--- config.mk ---
export PLATFORM = sky130hd
export DESIGN_NAME = decode_stage
export DESIGN_NICKNAME = d
export VERILOG_FILES = /design/src/rtl/decode_stage.sv
export SDC_FILE = /design/constraint.sdc
export NUM_CORES = 2
export LEC_CHECK = 0
export CAP_MARGIN = 10
export CORE_AREA = 5 5 472 474
export CTS_CLUSTER_SIZE = 14
export DETAILED_ROUTE_END_ITERATION = 12
export DIE_AREA = 0 0 477 479
export PLACE_DENSITY = 0.46
export SYNTH_ARGS = -nofsm -noshare
export SYNTH_HDL_FRONTEND = slang
export SYNTH_SLANG_ARGS = --single-unit
--- constraint.sdc ---
create_clock -name clk -period 9.4 [get_ports clk]
set_input_delay 1.88 -clock clk [delete_from_list [all_inputs] [get_ports clk]]
set_output_delay 1.88 -clock clk [all_outputs]
set_load 0.1 [all_outputs]
--- src/rtl/decode_stage.sv ---
// RV32I decode stage: register file with write-through bypass, immediate generation,
// combinational branch/jump resolution and the ID/EXE pipeline registers.
module decode_stage (
  input  logic        clk,
  input  logic        rst,
  input  logic [31:0] pc_decode,
  input  logic [31:0] instr_decode,
  input  logic [31:0] mem_wb,
  input  logic [31:0] instr_wb,
  input  logic [2:0]  imm_sel,
  input  logic        reg_write_en,
  input  logic [2:0]  br_op,
  output logic [31:0] pc_exe,
  output logic [31:0] instr_exe,
  output logic [31:0] rs1_data_exe,
  output logic [31:0] rs2_data_exe,
  output logic [31:0] imm_exe,
  output logic [4:0]  rs1_addr_exe,
  output logic [4:0]  rs2_addr_exe,
  output logic [4:0]  rd_addr_exe,
  output logic [31:0] br_decode,
  output logic [31:0] jal_decode,
  output logic [31:0] jalr_decode,
  output logic        br_true
);

  localparam int unsigned XLEN     = 32;
  localparam int unsigned RA_W     = 5;
  localparam int unsigned NUM_REGS = 32;

  localparam logic [XLEN-1:0] NOP_INSTR = 32'h0000_0013;

  localparam logic [2:0] IMM_I = 3'b000;
  localparam logic [2:0] IMM_S = 3'b001;
  localparam logic [2:0] IMM_B = 3'b010;
  localparam logic [2:0] IMM_U = 3'b011;
  localparam logic [2:0] IMM_J = 3'b100;

  localparam logic [2:0] BR_SEQ  = 3'b000;
  localparam logic [2:0] BR_SNE  = 3'b001;
  localparam logic [2:0] BR_SLT  = 3'b100;
  localparam logic [2:0] BR_SGE  = 3'b101;
  localparam logic [2:0] BR_SLTU = 3'b110;
  localparam logic [2:0] BR_SGEU = 3'b111;

  typedef struct packed {
    logic [XLEN-1:0] pc;
    logic [XLEN-1:0] instr;
    logic [XLEN-1:0] rs1_data;
    logic [XLEN-1:0] rs2_data;
    logic [XLEN-1:0] imm;
    logic [RA_W-1:0] rs1_addr;
    logic [RA_W-1:0] rs2_addr;
    logic [RA_W-1:0] rd_addr;
  } idex_t;

  logic [XLEN-1:0] r_regs [NUM_REGS];
  idex_t           r_idex;

  logic [RA_W-1:0] w_rs1_addr;
  logic [RA_W-1:0] w_rs2_addr;
  logic [RA_W-1:0] w_rd_addr;
  logic [RA_W-1:0] w_rd_wb;
  logic            w_wb_we;
  logic [XLEN-1:0] w_rs1_data;
  logic [XLEN-1:0] w_rs2_data;
  logic [XLEN-1:0] w_imm_i;
  logic [XLEN-1:0] w_imm_s;
  logic [XLEN-1:0] w_imm_b;
  logic [XLEN-1:0] w_imm_u;
  logic [XLEN-1:0] w_imm_j;
  logic [XLEN-1:0] w_imm_sel;
  logic [XLEN-1:0] w_jalr_sum;
  logic            w_br_true;
  idex_t           w_idex_next;
  logic            w_unused;

  assign w_rs1_addr = instr_decode[19:15];
  assign w_rs2_addr = instr_decode[24:20];
  assign w_rd_addr  = instr_decode[11:7];
  assign w_rd_wb    = instr_wb[11:7];

  // Writes to x0 are dropped here so the bypass and the array agree on x0.
  assign w_wb_we = reg_write_en && (w_rd_wb != '0);

  // Only the rd field of the WB instruction is needed.
  assign w_unused = ^{instr_wb[31:12], instr_wb[6:0]};

  // Register file; reset wins over a pending write-back.
  always_ff @(posedge clk) begin
    if (rst) begin
      for (int i = 0; i < NUM_REGS; i++) begin
        r_regs[i] <= '0;
      end
    end else if (w_wb_we) begin
      r_regs[w_rd_wb] <= mem_wb;
    end
  end

  // Read ports with same-cycle write-through bypass.
  always_comb begin
    w_rs1_data = r_regs[w_rs1_addr];
    w_rs2_data = r_regs[w_rs2_addr];
    if (w_rs1_addr == '0) begin
      w_rs1_data = '0;
    end else if (w_wb_we && (w_rd_wb == w_rs1_addr)) begin
      w_rs1_data = mem_wb;
    end
    if (w_rs2_addr == '0) begin
      w_rs2_data = '0;
    end else if (w_wb_we && (w_rd_wb == w_rs2_addr)) begin
      w_rs2_data = mem_wb;
    end
  end

  assign w_imm_i = {{20{instr_decode[31]}}, instr_decode[31:20]};
  assign w_imm_s = {{20{instr_decode[31]}}, instr_decode[31:25], instr_decode[11:7]};
  assign w_imm_b = {{19{instr_decode[31]}}, instr_decode[31], instr_decode[7],
                    instr_decode[30:25], instr_decode[11:8], 1'b0};
  assign w_imm_u = {instr_decode[31:12], 12'b0};
  assign w_imm_j = {{11{instr_decode[31]}}, instr_decode[31], instr_decode[19:12],
                    instr_decode[20], instr_decode[30:21], 1'b0};

  always_comb begin
    w_imm_sel = '0;
    case (imm_sel)
      IMM_I:   w_imm_sel = w_imm_i;
      IMM_S:   w_imm_sel = w_imm_s;
      IMM_B:   w_imm_sel = w_imm_b;
      IMM_U:   w_imm_sel = w_imm_u;
      IMM_J:   w_imm_sel = w_imm_j;
      default: w_imm_sel = '0;
    endcase
  end

  // Branch condition on bypassed operands.
  always_comb begin
    w_br_true = 1'b0;
    case (br_op)
      BR_SEQ:  w_br_true = (w_rs1_data == w_rs2_data);
      BR_SNE:  w_br_true = (w_rs1_data != w_rs2_data);
      BR_SLT:  w_br_true = ($signed(w_rs1_data) <  $signed(w_rs2_data));
      BR_SGE:  w_br_true = ($signed(w_rs1_data) >= $signed(w_rs2_data));
      BR_SLTU: w_br_true = (w_rs1_data <  w_rs2_data);
      BR_SGEU: w_br_true = (w_rs1_data >= w_rs2_data);
      default: w_br_true = 1'b0;
    endcase
  end

  assign w_jalr_sum  = XLEN'(w_rs1_data + w_imm_i);
  assign br_decode   = XLEN'(pc_decode + w_imm_b);
  assign jal_decode  = XLEN'(pc_decode + w_imm_j);
  assign jalr_decode = {w_jalr_sum[XLEN-1:1], 1'b0};
  assign br_true     = w_br_true;

  always_comb begin
    w_idex_next          = '0;
    w_idex_next.pc       = pc_decode;
    w_idex_next.instr    = instr_decode;
    w_idex_next.rs1_data = w_rs1_data;
    w_idex_next.rs2_data = w_rs2_data;
    w_idex_next.imm      = w_imm_sel;
    w_idex_next.rs1_addr = w_rs1_addr;
    w_idex_next.rs2_addr = w_rs2_addr;
    w_idex_next.rd_addr  = w_rd_addr;
  end

  // ID/EXE pipeline registers; reset loads a NOP bubble.
  always_ff @(posedge clk) begin
    if (rst) begin
      r_idex       <= '0;
      r_idex.instr <= NOP_INSTR;
    end else begin
      r_idex <= w_idex_next;
    end
  end

  assign pc_exe       = r_idex.pc;
  assign instr_exe    = r_idex.instr;
  assign rs1_data_exe = r_idex.rs1_data;
  assign rs2_data_exe = r_idex.rs2_data;
  assign imm_exe      = r_idex.imm;
  assign rs1_addr_exe = r_idex.rs1_addr;
  assign rs2_addr_exe = r_idex.rs2_addr;
  assign rd_addr_exe  = r_idex.rd_addr;

endmodule

Word-level counts from Yosys, hierarchy flattened
Memory sizes are Yosys's and may differ from the RTL's.
Cells that the tools add are included.

word-level totals
  register bits after elaboration = 175
  RAM bits = 1024
  memories kept = 1

memory list
  memory  words  width  read ports  clocked after Yosys merged registers in  wr ports  RTL line  text
  r_regs  32     32     2           0                                        32        57        logic [XLEN-1:0] r_regs [NUM_REGS];

cells by class
  $add $sub $neg = 3
  magnitude comparators = 4
  equality and inequality tests = 13
  multiplexer cells = 14
  reduce and logical (&&, ||, !) cells = 9

operators by type and width
  cell                                           count
  two-way mux 32 bit                             5
  one-hot mux 32 bit (5 select lines)            1
  adder 32 bit                                   3
  >= comparator 32 bit                           2
  less-than comparator 32 bit                    2
  == test 32 bit                                 1
  != test 32 bit                                 1
  OR reduction 32 bit                            1
  == test 3 bit, second input constant           5
  == test 5 bit                                  2
  zero test 5 bit                                2
  == test 3 x 1 -> 1 bit, second input constant  2
  == test 3 x 2 -> 1 bit, second input constant  2
  zero test 3 bit                                2
  two-way mux 1 bit                              6
  one-hot mux 1 bit (6 select lines)             1
  two-way mux 5 bit                              1
  nonzero test 5 bit                             1
  logical AND 1 bit                              3

Depth between registers and ports, before layout
  word-level depth = 7
  mapped depth = 25
  gate-level depth less buffers = 21

Worst setup path before layout
OpenSTA, ideal clock, no wires.

  path type = input port to output port
  start point = input port instr_decode[15]
  end point = output port jalr_decode[31]
  arrival = 8886 ps
  data required time = 7520 ps
  path slack = -1366 ps
  stages = 25
  buffers on the path = 6
  cells stage by stage = buf_6 buf_2 buf_2 clkbuf_1 buf_2 buf_1 mux4_2 mux4_2 mux2i_1 nand2_1 o21ai_0 nor2_1 ha_1 a21oi_1 nor2b_1 o21ai_0 nand2b_1 a21o_1 a21o_1 a21o_1 a21oi_1 o31a_4 o21ai_2 and4_1 nor3_1

between the ends
  word-level cells in the longest chain between the ends = 5

ends and longest elaborated chain
  what                                                               RTL line  text
  start: declaration                                                 7         input logic [31:0] instr_decode,
  branches (longest 3 deep; another with memory read (32 x 32 bit))  n/a
  two-way mux 32 bit (*)                                             104       if (w_rs1_addr == '0) begin
  via w_rs1_data[16]                                                 65        logic [XLEN-1:0] w_rs1_data;
  adder 32 bit (*)                                                   150       assign w_jalr_sum = XLEN'(w_rs1_data + w_imm_i);
  end: declaration                                                   23        output logic [31:0] jalr_decode,

Mark *: on every way through the listed nets, which the timed path passes.

Worst setup path in the final report
  start point = input port instr_wb[9]
  end point = output port jalr_decode[29]

between the ends
  word-level cells in the longest chain between the ends = 6

ends and longest elaborated chain
  what                    RTL line  text
  start: declaration      9         input logic [31:0] instr_wb,
  nonzero test 5 bit      84        assign w_wb_we = reg_write_en && (w_rd_wb != '0);
  logical AND 1 bit       84
  logical AND 1 bit (*)   106       end else if (w_wb_we && (w_rd_wb == w_rs1_addr)) begin
  two-way mux 32 bit (*)  106
  two-way mux 32 bit (*)  104
  via w_rs1_data[1]       65
  adder 32 bit (*)        150

The timed path passes the listed nets; every way through them passes the cells marked *.

==> flow_summary.toml <==
[routing]
vias_per_cell = 5.39
avgRoutedWirePerCell_um = 31.2
drtPass1Iterations = 5
drt_iter0_markers = 4287
wirelength_um = 260000
vias = 44800
drc_errors = 0
top_layer = "met5"
drt-met1-wl_um = 112000
dr_wl_met2_um = 125000
drtAntennaViolNets = 0
routed-wl-met3_um = 16900

[sta]
timing.final.crit_share = 0.976
slew_headroom = 0.245
setup_viol = 0
slew_viol_final = 0
fmax_ghz = 0.109
rsz0062_at_grt = "true"
clock_skew_ns = 0.0415
finalHoldWorstSlack_ns = 1.13
min_period_ns = 9.18
worst_pin_slew_ns = 1.13
finalHoldViolCount = 0
setup_ws_ns = 0.223
fin_tns_setup_ns = 0

[logic_synthesis]
synth_warnings = 0
ys_types = 70
netlist_area_sq_um = 65100
synth.yosys.seq_area_share = 0.522
syn_inst = 5020
synth_edf_count = 1024
ys_async_sr_fraction = 0
synth-main-ff-cell = "edfxtp_1"
ys_seq_elements = 1184
syn_avg_cell_area_sq_um = 13.0

[placement]
preCtsSetupSlack_ns = 0.0773
dp_cells = 8071
numPortBuffers = 380
hpwl_um = 163000
place_area_sq_um = 73800
gp_congestion = 0.845

[worst_setup_path]
r2r_start = "r_regs[31][11]"
crit_arrival_ns = 7.30
crit_type = "input pin to output pin"
timing.critical_path.from = "instr_wb[9]"
endpoint_kind = "output pin"
critPathRequiredTime_ns = 7.52
cp-start-kind = "input pin"
critPathMaxFanout = 21

[run_status]
status = "finished clean"

[cts]
clk_pin_slew_ns = 0.06
cts_tree = "yes"
cts_buffer_depth = 3
cts_hold_buffers = 0
cts-resized-gates = 0
cts_made_buffers = 138
ctsHtreeMaxLevel = 4
cts-root-buf = "clkbuf_16"
insertion_delay_ns = 0.81
cts_sinks = 1184
cts_setup_buffers = 0

[die]
die_h_um = 479
start_util = 0.298
io_pins = 409
die_area_sq_um = 228000
fp.dieW_um = 477
rows = 172
coreArea_sq_um = 218000

[hold_path]
min_from = "r_regs[20][5]"
hp-class = "flop to flop"

[grt]
first_global_vias = 45000
grt_max_degree = 114
antenna_found_initial = 32
grt-ovfl-total = 0
grt_pass1_wl_um = 361000
grt.total_usage = 0.221

[power_and_ir_drop]
switching_power_mw = 5.29
p_comb_frac = 0.268
switching_share = 0.339
power_mw = 15.6
p_leak_nw = 28.0
p_int_mw = 10.3
power.density_nw_per_um2 = 200
clkPwrFrac = 0.338
seqPwrFrac = 0.394
max-vdd-ir-drop_mv = 0.112

[final_layout]
fin_nets = 5583
final_cell_mix = "edfxtp_1, and2_1, mux4_2, clkdlybuf4s50_1, mux2i_1"
area_growth_pct = 20.0
final_common_cell = "edfxtp_1"
design_area_sq_um = 78100
drive_above_1_share = 0.205
fin_util = 0.358
fin_cells = 8318

[run]
max-cap-violations = 0
==> power by group through the flow <==
stage	combinational, mW	clock, mW	sequential, mW
after floorplan	2.34	0	6.59
after global placement	4.19	0	6.25
after detailed placement	4.19	0	6.26
after CTS	4.20	5.38	6.15
after global routing	4.35	5.57	6.18
final	4.18	5.27	6.15
==> path summary, 6_finish.rpt <==
check	end	slack, ns	depth (start not counted)
worst min register to register	rs2_data_exe[5]	1.13	6
worst max register to register	rs1_data_exe[11]	6.73	6
worst max-delay path	jalr_decode[29]	0.22	18
worst min-delay path	rs2_data_exe[5]	1.13	6
==> area by class of cell <==
type,instances,area [sq um]
Fill cell,20900,140000
Timing Repair Buffer,633,6510
Multi-Input combinational cell,3350,29600
Antenna cell,8,20.0
Inverter,33,125
Tap cell,2871,3590
Clock buffer,191,3880
Clock inverter,48,405
Sequential cell,1184,34000
==> critical path, stage by stage <==
cell             delay, ns
clkdlybuf4s50_1       0.42
or3_1                 0.42
o31ai_2               0.39
or3_2                 0.52
nor2_1                0.08
a211oi_1              0.66
ha_1                  0.36
and2_0                0.16
a41oi_2               0.22
and2_2                0.19
o2111ai_2             0.20
a311o_2               0.51
a31oi_4               0.22
o31a_4                0.19
o21ai_2               0.09
or4_1                 0.41
nand4_1               0.15
buf_12                0.20
==> Yosys cell counts, types with 24 or more instances <==
cell      count  share of area
edfxtp_1   1024           0.47
and2_1      973          0.094
mux4_2      416           0.14
clkbuf_1    385          0.022
mux2i_1     260          0.040
a21oi_1     182          0.014
nor2_1      179          0.010
o21ai_0     176          0.014
dfxtp_1     160          0.049
nand2_1     134         0.0077
nor2b_1     123          0.012
ha_1        103          0.020
a21o_1       75         0.0087
mux2_2       68          0.012
a211oi_1     67         0.0077
a221oi_1     65         0.0087
a22oi_1      62         0.0072
xnor2_1      60         0.0081
nand3_1      58         0.0045
nor3_1       58         0.0045
buf_1        44         0.0025
or2_2        40         0.0038
o211ai_1     37         0.0043
buf_2        36         0.0028
inv_1        33         0.0019
xor2_1       24         0.0032
==> layer usage <==
metal  vias to the layer above  GRT usage
met1                     23400      0.299
li1                      19400          -
met5                         -          0
met2                      1687      0.374
met4                         6     0.0475
met3                       301     0.0360
==> cell families (layout without fill, tap and decap cells) <==
family / count (synthesis) / after routing / synth area share
buf+inv: 518 / 905 / 0.0318
compound gates: 745 / 745 / 0.0747
flops: 1184 / 1184 / 0.522
other cells: 1 / 41 / 0.0000576
fa+ha+maj: 108 / 108 / 0.0210
mux: 744 / 744 / 0.196
xor+xnor: 84 / 84 / 0.0113
simple gates: 1636 / 1636 / 0.143
==> sequential cells by signal, indices dropped and copies added (netlist names) <==
| name | cells |
|---|---|
| imm_exe | 32 |
| instr_exe | 32 |
| pc_exe | 32 |
| r_regs | 1024 |
| rs1_data_exe | 32 |
| rs2_data_exe | 32 |
Note: power is estimated with default switching activity, not from simulation.
